`config.mk`:
```
export PLATFORM = sky130hd
export DESIGN_NAME = ctrl_report_packetizer_flat
export DESIGN_NICKNAME = d
export VERILOG_FILES = /design/src/rtl/ctrl_report_packetizer_if.sv /design/src/rtl/ctrl_report_packetizer.sv /design/src/flat_wrapper.sv
export SDC_FILE = /design/constraint.sdc
export NUM_CORES = 1
export LEC_CHECK = 0
export BUFFER_PORTS_ARGS = -buffer_cell sky130_fd_sc_hd__buf_2
export CORE_ASPECT_RATIO = 0.7
export CORE_MARGIN = 2
export CORE_UTILIZATION = 45
export DETAILED_ROUTE_END_ITERATION = 12
export GPL_ROUTABILITY_DRIVEN = 0
export PLACE_DENSITY_LB_ADDON = 0.08
export SLEW_MARGIN = 5
export SYNTH_ARGS = -nofsm -noshare
export SYNTH_HDL_FRONTEND = slang
export SYNTH_SLANG_ARGS = --single-unit
```
`constraint.sdc`:
```
create_clock -name clk -period 11.6 [get_ports clk]
set_input_delay 0.58 -clock clk [delete_from_list [all_inputs] [get_ports clk]]
set_output_delay 0.58 -clock clk [all_outputs]
set_load 0.05 [all_outputs]
```
`src/rtl/ctrl_report_packetizer_if.sv`:
```
// Purpose : bundles the report-capture and UART-transmitter handshake of ctrl_report_packetizer.
// Latency : n/a (wiring only).
// Backpressure: n/a; the packetizer (master) paces bytes with trmt and waits on tx_done.
//
// Signals:
//   rpt_vld/rpt_data  report strobe and payload (8*NUM_BYTES bits)
//   trmt/tx_data      one-cycle byte start pulse and its byte
//   tx_done           transmitter done level
//   busy              frame in progress
//   drop_cnt          saturating count of overwritten pending reports
// Modports: master = packetizer side, slave = report source / transmitter side.
interface ctrl_report_packetizer_if #(
    parameter int NUM_BYTES = 4
);
    logic                   rpt_vld;
    logic [8*NUM_BYTES-1:0] rpt_data;
    logic                   trmt;
    logic [7:0]             tx_data;
    logic                   tx_done;
    logic                   busy;
    logic [7:0]             drop_cnt;

    modport master (
        input  rpt_vld, rpt_data, tx_done,
        output trmt, tx_data, busy, drop_cnt
    );

    modport slave (
        output rpt_vld, rpt_data, tx_done,
        input  trmt, tx_data, busy, drop_cnt
    );
endinterface

```
`src/rtl/ctrl_report_packetizer.sv`:
```
// Purpose : frames parallel controller reports as header/payload/checksum byte streams for a UART transmitter.
// Latency : first trmt one cycle after rpt_vld when idle; each byte waits for tx_done after a one-cycle guard.
// Backpressure: none upstream; one pending slot absorbs a mid-frame report, a further report overwrites it and bumps drop_cnt.
//
// Ports:
//   clk       system clock
//   rst       asynchronous active-high reset
//   bus       ctrl_report_packetizer_if.master (rpt_vld, rpt_data, trmt, tx_data, tx_done, busy, drop_cnt)
// Parameters: NUM_BYTES (1..8) payload bytes per report, HDR_BYTE first byte of every frame.
// Optional build macro PKT_SEQ_EN: inserts a per-frame 8-bit sequence byte after the header.
module ctrl_report_packetizer #(
    parameter int         NUM_BYTES = 4,
    parameter logic [7:0] HDR_BYTE  = 8'hA5
) (
    input  logic                             clk,
    input  logic                             rst,
    ctrl_report_packetizer_if.master         bus
);

`ifdef PKT_SEQ_EN
    localparam int SEQ_BYTES = 1;
`else
    localparam int SEQ_BYTES = 0;
`endif
    localparam int FLEN = NUM_BYTES + 2 + SEQ_BYTES;
    localparam int IW   = $clog2(FLEN);
    localparam int DW   = 8 * NUM_BYTES;

    typedef enum logic [1:0] {
        ST_IDLE,
        ST_SEND,
        ST_WAIT_CLR,
        ST_WAIT_DONE
    } state_t;

    state_t          r_state;
    state_t          w_state_nxt;

    logic [DW-1:0]   r_frame;
    logic [7:0]      r_csum;
    logic [DW-1:0]   r_pend;
    logic            r_pend_vld;
    logic [IW-1:0]   r_idx;
    logic            r_busy;
    logic [7:0]      r_drop;
    logic [7:0]      r_tx_data;
`ifdef PKT_SEQ_EN
    logic [7:0]      r_seq_cnt;   // number of the next frame to start
    logic [7:0]      r_seq;       // sequence byte of the frame in flight
`endif

    logic            w_load_pend;
    logic            w_load_in;
    logic            w_load;
    logic            w_idx_inc;
    logic            w_finish;
    logic            w_last;
    logic [DW-1:0]   w_src;
    logic [7:0]      w_byte;

    // Checksum makes payload sum + checksum == 0 (mod 256).
    function automatic logic [7:0] f_csum(input logic [DW-1:0] d);
        logic [7:0] s;
        s = 8'h00;
        for (int i = 0; i < NUM_BYTES; i++) begin
            s = s + d[8*i +: 8];
        end
        return 8'h00 - s;
    endfunction

    assign w_last = (r_idx == IW'(FLEN - 1));
    assign w_load = w_load_pend | w_load_in;
    assign w_src  = w_load_pend ? r_pend : bus.rpt_data;

    always_ff @(posedge clk or posedge rst) begin
        if (rst) begin
            r_state <= ST_IDLE;
        end else begin
            r_state <= w_state_nxt;
        end
    end

    always_comb begin
        w_state_nxt = r_state;
        w_load_pend = 1'b0;
        w_load_in   = 1'b0;
        w_idx_inc   = 1'b0;
        w_finish    = 1'b0;
        case (r_state)
            ST_IDLE: begin
                // A pending report can be left here if it arrived in the very
                // cycle a frame finished without anything queued behind it.
                if (r_pend_vld) begin
                    w_load_pend = 1'b1;
                    w_state_nxt = ST_SEND;
                end else if (bus.rpt_vld) begin
                    w_load_in   = 1'b1;
                    w_state_nxt = ST_SEND;
                end
            end
            ST_SEND: begin
                w_state_nxt = ST_WAIT_CLR;
            end
            ST_WAIT_CLR: begin
                // tx_done may still show the previous byte's completion here.
                w_state_nxt = ST_WAIT_DONE;
            end
            ST_WAIT_DONE: begin
                if (bus.tx_done) begin
                    if (!w_last) begin
                        w_idx_inc   = 1'b1;
                        w_state_nxt = ST_SEND;
                    end else if (r_pend_vld) begin
                        w_load_pend = 1'b1;
                        w_state_nxt = ST_SEND;
                    end else begin
                        w_finish    = 1'b1;
                        w_state_nxt = ST_IDLE;
                    end
                end
            end
            default: begin
                w_state_nxt = ST_IDLE;
            end
        endcase
    end

    // Byte select: header, [sequence], payload MSB first, checksum.
    always_comb begin
        w_byte = r_csum;
        for (int p = 0; p < NUM_BYTES; p++) begin
            if (r_idx == IW'(p + 1 + SEQ_BYTES)) begin
                w_byte = r_frame[8*(NUM_BYTES-1-p) +: 8];
            end
        end
`ifdef PKT_SEQ_EN
        if (r_idx == IW'(1)) begin
            w_byte = r_seq;
        end
`endif
        if (r_idx == '0) begin
            w_byte = HDR_BYTE;
        end
    end

    always_ff @(posedge clk or posedge rst) begin
        if (rst) begin
            r_frame    <= '0;
            r_csum     <= 8'h00;
            r_pend     <= '0;
            r_pend_vld <= 1'b0;
            r_idx      <= '0;
            r_busy     <= 1'b0;
            r_drop     <= 8'h00;
            r_tx_data  <= 8'h00;
`ifdef PKT_SEQ_EN
            r_seq_cnt  <= 8'h00;
            r_seq      <= 8'h00;
`endif
        end else begin
            if (w_load) begin
                r_frame <= w_src;
                r_csum  <= f_csum(w_src);
                r_idx   <= '0;
                r_busy  <= 1'b1;
`ifdef PKT_SEQ_EN
                r_seq     <= r_seq_cnt;
                r_seq_cnt <= r_seq_cnt + 8'd1;
`endif
            end else if (w_idx_inc) begin
                r_idx <= r_idx + IW'(1);
            end else if (w_finish) begin
                r_busy <= 1'b0;
                r_idx  <= '0;
            end

            if (r_state == ST_SEND) begin
                r_tx_data <= w_byte;
            end

            // When the pending slot drains into the frame register, a report
            // arriving in the same cycle refills it without counting a drop.
            if (w_load_pend) begin
                r_pend_vld <= bus.rpt_vld;
                if (bus.rpt_vld) begin
                    r_pend <= bus.rpt_data;
                end
            end else if (bus.rpt_vld && !w_load_in) begin
                if (r_pend_vld && (r_drop != 8'hFF)) begin
                    r_drop <= r_drop + 8'd1;
                end
                r_pend     <= bus.rpt_data;
                r_pend_vld <= 1'b1;
            end
        end
    end

    assign bus.trmt     = (r_state == ST_SEND);
    assign bus.tx_data  = (r_state == ST_SEND) ? w_byte : r_tx_data;
    assign bus.busy     = r_busy;
    assign bus.drop_cnt = r_drop;

endmodule

```
`src/flat_wrapper.sv`:
```
// flat-port wrapper written by rule: the top's interface ports become plain ports
module ctrl_report_packetizer_flat 
#(
    parameter int         NUM_BYTES = 4,
    parameter logic [7:0] HDR_BYTE  = 8'hA5
)
  (clk, rst, bus_rpt_vld, bus_rpt_data, bus_tx_done, bus_trmt, bus_tx_data, bus_busy, bus_drop_cnt);
  ctrl_report_packetizer_if #(.NUM_BYTES(NUM_BYTES)) bus_i ();
  input  logic clk;
  input  logic rst;
  input wire logic [$bits(bus_i.rpt_vld)-1:0] bus_rpt_vld;
  input wire logic [$bits(bus_i.rpt_data)-1:0] bus_rpt_data;
  input wire logic [$bits(bus_i.tx_done)-1:0] bus_tx_done;
  output wire logic [$bits(bus_i.trmt)-1:0] bus_trmt;
  output wire logic [$bits(bus_i.tx_data)-1:0] bus_tx_data;
  output wire logic [$bits(bus_i.busy)-1:0] bus_busy;
  output wire logic [$bits(bus_i.drop_cnt)-1:0] bus_drop_cnt;
  assign bus_i.rpt_vld = bus_rpt_vld;
  assign bus_i.rpt_data = bus_rpt_data;
  assign bus_i.tx_done = bus_tx_done;
  assign bus_trmt = bus_i.trmt;
  assign bus_tx_data = bus_i.tx_data;
  assign bus_busy = bus_i.busy;
  assign bus_drop_cnt = bus_i.drop_cnt;
  ctrl_report_packetizer #(.NUM_BYTES(NUM_BYTES), .HDR_BYTE(HDR_BYTE)) u_core (.clk(clk), .rst(rst), .bus(bus_i));
endmodule
```
Yosys cells after proc, flatten, opt, wreduce, memory -nomap -nowiden:

Index checks and enable logic that the tools add are counted.

* multiply operators: 0
* $add $sub $neg: 6
* div/mod/pow operators: 0
* reductions and logical operators: 12
* shifts and indexed selects: 0
* bitwise logic cells: 2
* mux-type cells: 38
* order comparisons: 0
* equal/unequal tests: 13

Operators by type and width (count)
* 32-bit two-way mux: 4
* 8-bit two-way mux: 6
* 8-bit adder: 3
* 1-bit two-way mux: 19
* 3-bit two-way mux: 3
* 8-bit by 1-bit adder with 8-bit output (second input constant): 1
* 2-bit two-way mux: 4
* 8-bit inequality test (second input constant): 1
* 2-bit case mux with 4 select lines: 1
* 1-bit by 8-bit subtractor with 8-bit output (first input constant): 1
* 3-bit by 2-bit == test with 1-bit output (second input constant): 2
* 3-bit == test (second input constant): 2
* 2-bit AND reduction: 3
* 2-bit == test (second input constant): 2
* 2-bit inequality test (second input constant): 2
* 2-bit nonzero test: 2
* 3-bit by 1-bit adder with 3-bit output (second input constant): 1
* 3-bit by 1-bit == test with 1-bit output (second input constant): 1
* 3-bit logical NOT: 1
* 3-bit by 2-bit inequality test with 1-bit output (second input constant): 1
* 3-bit AND reduction: 1
* 3-bit nonzero test: 1
* 2-bit by 1-bit == test with 1-bit output (second input constant): 1
* 1-bit logical AND: 2
* other kinds (6): 6

* bits in read-only memories: 0
* output and inout port bits: 18
* bits of input ports: 36
* register bits: 95
* memories kept: 0
* bits in latches: 0
* bits in writable memories: 0
* word-level logic and storage cells: 80

Longest topological paths before layout:

* word-level depth: 9
* gate-level depth with buffers: 19
* depth with buffers taken out: 17

Worst setup path after synthesis:

Ideal clock, no wire load.

* path kind: flip-flop to flip-flop
* start: register u_core.r_idx[1]
* end: register u_core.r_csum[6]
* stages on the path, launching flop included: 18
* period minus slack after synthesis: 4.323 ns
* arrival time: 4.187 ns
* data required time: 11.464 ns
* buffers on the path: 2
* setup slack: 7.277 ns
* library setup time: 0.136 ns
* cells stage by stage: dfrtp_1 -> inv_1 -> ha_1 -> a41oi_1 -> nor3b_1 -> buf_4 -> buf_4 -> mux2_2 -> ha_1 -> fa_1 -> inv_1 -> fa_1 -> ha_1 -> fa_1 -> a21o_1 -> a21oi_1 -> xor2_1 -> o21ai_0

* word-level cells in the longest chain between the ends: 9
* elaborated cells between the ends (all ways): 10
* classes of those cells: add/sub: 4; eq/ne: 1; mux: 4; bitwise: 1

RTL lines
* start: declaration: RTL line ctrl_report_packetizer.sv:43 `logic [IW-1:0] r_idx;`
* start signal: assignment: RTL line ctrl_report_packetizer.sv:171 `r_idx <= r_idx + IW'(1);`
* 3-bit == test: RTL line ctrl_report_packetizer.sv:71 `assign w_last = (r_idx == IW'(FLEN - 1));`
* 1-bit two-way mux: RTL line ctrl_report_packetizer.sv:110 `if (!w_last) begin`
* 1-bit two-way mux: RTL line ctrl_report_packetizer.sv:109 `if (bus.tx_done) begin`
* 1-bit case mux with 2 select lines: RTL line ctrl_report_packetizer.sv:89 `case (r_state)`
* 32-bit two-way mux: RTL line ctrl_report_packetizer.sv:73 `assign w_src = w_load_pend ? r_pend : bus.rpt_data;`
* via u_core.w_src[10]: RTL line ctrl_report_packetizer.sv:58 `logic [DW-1:0] w_src;`
* 8-bit adder (3 in a row): RTL line ctrl_report_packetizer.sv:66 `s = s + d[8*i +: 8];`
* 1-bit by 8-bit subtractor with 8-bit output: RTL line ctrl_report_packetizer.sv:68 `return 8'h00 - s;`
* end signal: assignment: RTL line ctrl_report_packetizer.sv:163 `r_csum <= f_csum(w_src);`
* end: declaration: RTL line ctrl_report_packetizer.sv:40 `logic [7:0] r_csum;`

The timed path passes the listed nets, and every way through them passes these cells.
A chain may end at the register's enable or synchronous reset.

Worst setup path in the final report:

Ends and elaborated chain as after synthesis.

==> flow_summary.toml <==
[sta]
slew_headroom_pct = 44.3
finalHoldViolCount = 0
slew_viol_final = 0
setup_viol = 0
rsz0062_at_grt = "no"
tightest_slew_ns = 0.835
max_freq_mhz = 212
skew_ns = 0.00626
period_needed_ns = 4.71
fin_setup_tns_ns = 0
post-route-period-util_pct = 40.6

[critical_path]
start_kind = "flip-flop"
end_kind = "flip-flop"
cp.required_ns = 11.81
crit_arrival_ns = 4.92
reg2reg_slack_ns = 6.89
critical_path_class = "flip-flop to flip-flop"
path_max_fanout = 25

[detailed_routing]
vias_per_cell = 5.13
via_count = 3476
wirelength_um = 10600
drtIter0Drc = 212
ant_nets = 0
top_layer = "met4"
met1_length_um = 5370
route.met2.wl_um = 4880
drt_pass1_iterations = 4
drc = 0
dr_wl_met3_um = 300
wl_per_cell_um = 15.7

[clocking]
htreeDepth = 3
cts_resized = 0
cts_tree = "built"
numCtsBuffers = 9
path_clk_slew_ns = 0.06
hold_buffers = 0
clk_latency_ns = 0.34
postCtsSetupBuffers = 0
clock-sinks = 95
cts_buffer_depth = 2
clock-root-buffer = "clkbuf_16"

[floorplanning]
die_width_um = 131
fp.dieH_um = 92.9
die_area_sq_mm = 0.0122
initial_core_util_pct = 46.1
rows = 32
core_sq_mm = 0.0110
io_pins = 54

[cells_and_area]
drive_above_1_share_pct = 23.6
final_cells = 678
synthToLayoutAreaGrowth_pct = 13.0
nets = 594
diodes = 0
fill_cells = 1028

[synth]
synth.avg_cell_area_sq_um = 10.7
synth_edf_count = 0
yosysSeqAreaShare_pct = 46.8
ys_async_sr_fraction_pct = 100
synth_area_sq_mm = 0.00508
ys_types = 35
synth_seq_cells = 95
syn_inst = 475
ys.warnings.count = 0
synthFlopType = "dfrtp_1"
synth_nets = 547

[grt]
antenna_found_initial = 0
grt.overflow.total = 0
grt_max_degree = 66
grt_usage_pct = 19.1
grt_pass1_wl_um = 17600
grt_pass1_vias = 3415

[flow_run]
cap_viol_max_count = 0

[placement]
dp_cells = 664
hpwlAfterDp_um = 7680
io_buffer_count = 53

[min_path]
hp-class = "input pin to asynchronous set/reset pin"

[outcome]
status = "completed"
## cell usage after synthesis (2+ instances only)
cell type  count  area, sq um
dfrtp_1       95         2380
a211oi_1       5         37.5
fa_1          14          280
nor2b_1        3         18.8
a22o_1         4         35.0
mux2_2        48          541
and4_1         3         26.3
buf_2         12         60.1
ha_1          22          275
o221ai_1       4         35.0
xnor2_1        9         78.8
a21o_1         3         22.5
a21oi_1       27          135
mux2i_1       22          220
a22oi_1        7         52.6
o21ai_1        2         10.0
buf_4          4         30.0
xor2_1         9         78.8
o21bai_1       2         15.0
nand4_1        2         12.5
o22ai_1        4         25.0
nor2_1        62          233
nand3_1        2         10.0
o21ai_0       21          105
clkbuf_1       7         26.3
inv_1         27          101
nand2_1       47          176
## stage by stage
step / cell area (sq um) / util, % / hold slack [ns] / setup WS (ns)
2_1_floorplan: 5080 / - / 0.439 / 7.28
3_3_place_gp: 5480 / 49.8 / 0.456 / 7.02
3_5_place_dp: 5480 / 49.8 / 0.458 / 6.89
4_1_cts: 5740 / 52.2 / 0.248 / 6.85
5_1_grt: 5740 / 52.2 / 0.267 / 6.62
6_report: 5740 / 52.2 / 0.236 / 6.89
## per-layer routing
metal  vias to the layer above  global-route usage, %
met5                         -                      0
met4                         0                   4.79
met3                         6                   3.99
met2                        48                   28.4
met1                      1711                   28.5
li1                       1711                      -
## cell families (layout without fill, tap and decap cells)
kind of cell    count (synthesis)  after routing  share of synthesized area, %
mux                            70             70                          15.0
buf+inv                        50            100                          4.28
simple gates                  124            124                          10.1
compound gates                 82             82                          9.80
flops                          95             95                          46.8
fa+ha+maj                      36             36                          10.9
xor+xnor                       18             18                          3.10
## area by class of cell
cell class | instances | area (sq um) | area share (%)
tap | 153 | 191 | 3.33
multi-input combinational | 330 | 2490 | 43.4
clock inverter | 1 | 5.00 | 0.0871
sequential | 95 | 2380 | 41.4
clock buffer | 13 | 260 | 4.53
inverter | 27 | 104 | 1.81
timing repair buffer | 59 | 310 | 5.40
## state kept, by name, summed over array words and instances, names as in the netlist
name,flops
u_core.bus.busy,1
u_core.bus.drop_cnt,8
u_core.r_csum,8
u_core.r_frame,32
u_core.r_idx,3
u_core.r_pend,32
u_core.r_pend_vld,1
u_core.r_state,2
u_core.r_tx_data,8
## layout by cell type (no fill, tap or decap), types with 6 or more instances in the layout
cell / n
buf_2: 53
fa_1: 14
buf_4: 6
xnor2_1: 9
mux2_2: 48
nor2_1: 62
nand2_1: 47
inv_1: 26
mux2i_1: 22
a22oi_1: 7
ha_1: 22
xor2_1: 9
clkbuf_16: 9
dfrtp_1: 95
o21ai_0: 21
a21oi_1: 26
## worst max-delay path, cell delays in order, from the launching register on
cell,delay [ns]
dfrtp_1,0.41
inv_1,0.09
ha_1,0.25
a41oi_1,0.18
nor3b_2,0.24
buf_4,0.39
mux2_2,0.40
ha_1,0.32
fa_1,0.52
inv_1,0.06
fa_1,0.45
ha_1,0.26
fa_1,0.42
a21o_1,0.19
a21oi_1,0.16
xor2_1,0.16
o21ai_0,0.08
## worst paths after layout
| path | start | endpoint | cells past startpoint |
|---|---|---|---|
| min reg2reg | u_core.r_csum[0] | u_core.r_csum[0] | 2 |
| max in group asynchronous | rst | u_core.r_frame[25] | 3 |
| min | rst | u_core.bus.drop_cnt[1] | 2 |
| max | u_core.r_idx[1] | u_core.r_csum[6] | 16 |
| max reg2reg | u_core.r_idx[1] | u_core.r_csum[6] | 16 |
| min in group clk | u_core.r_csum[0] | u_core.r_csum[0] | 2 |
Power is not shown: default switching activity piles up to over one toggle a cycle in this logic, so the estimate is an artifact.
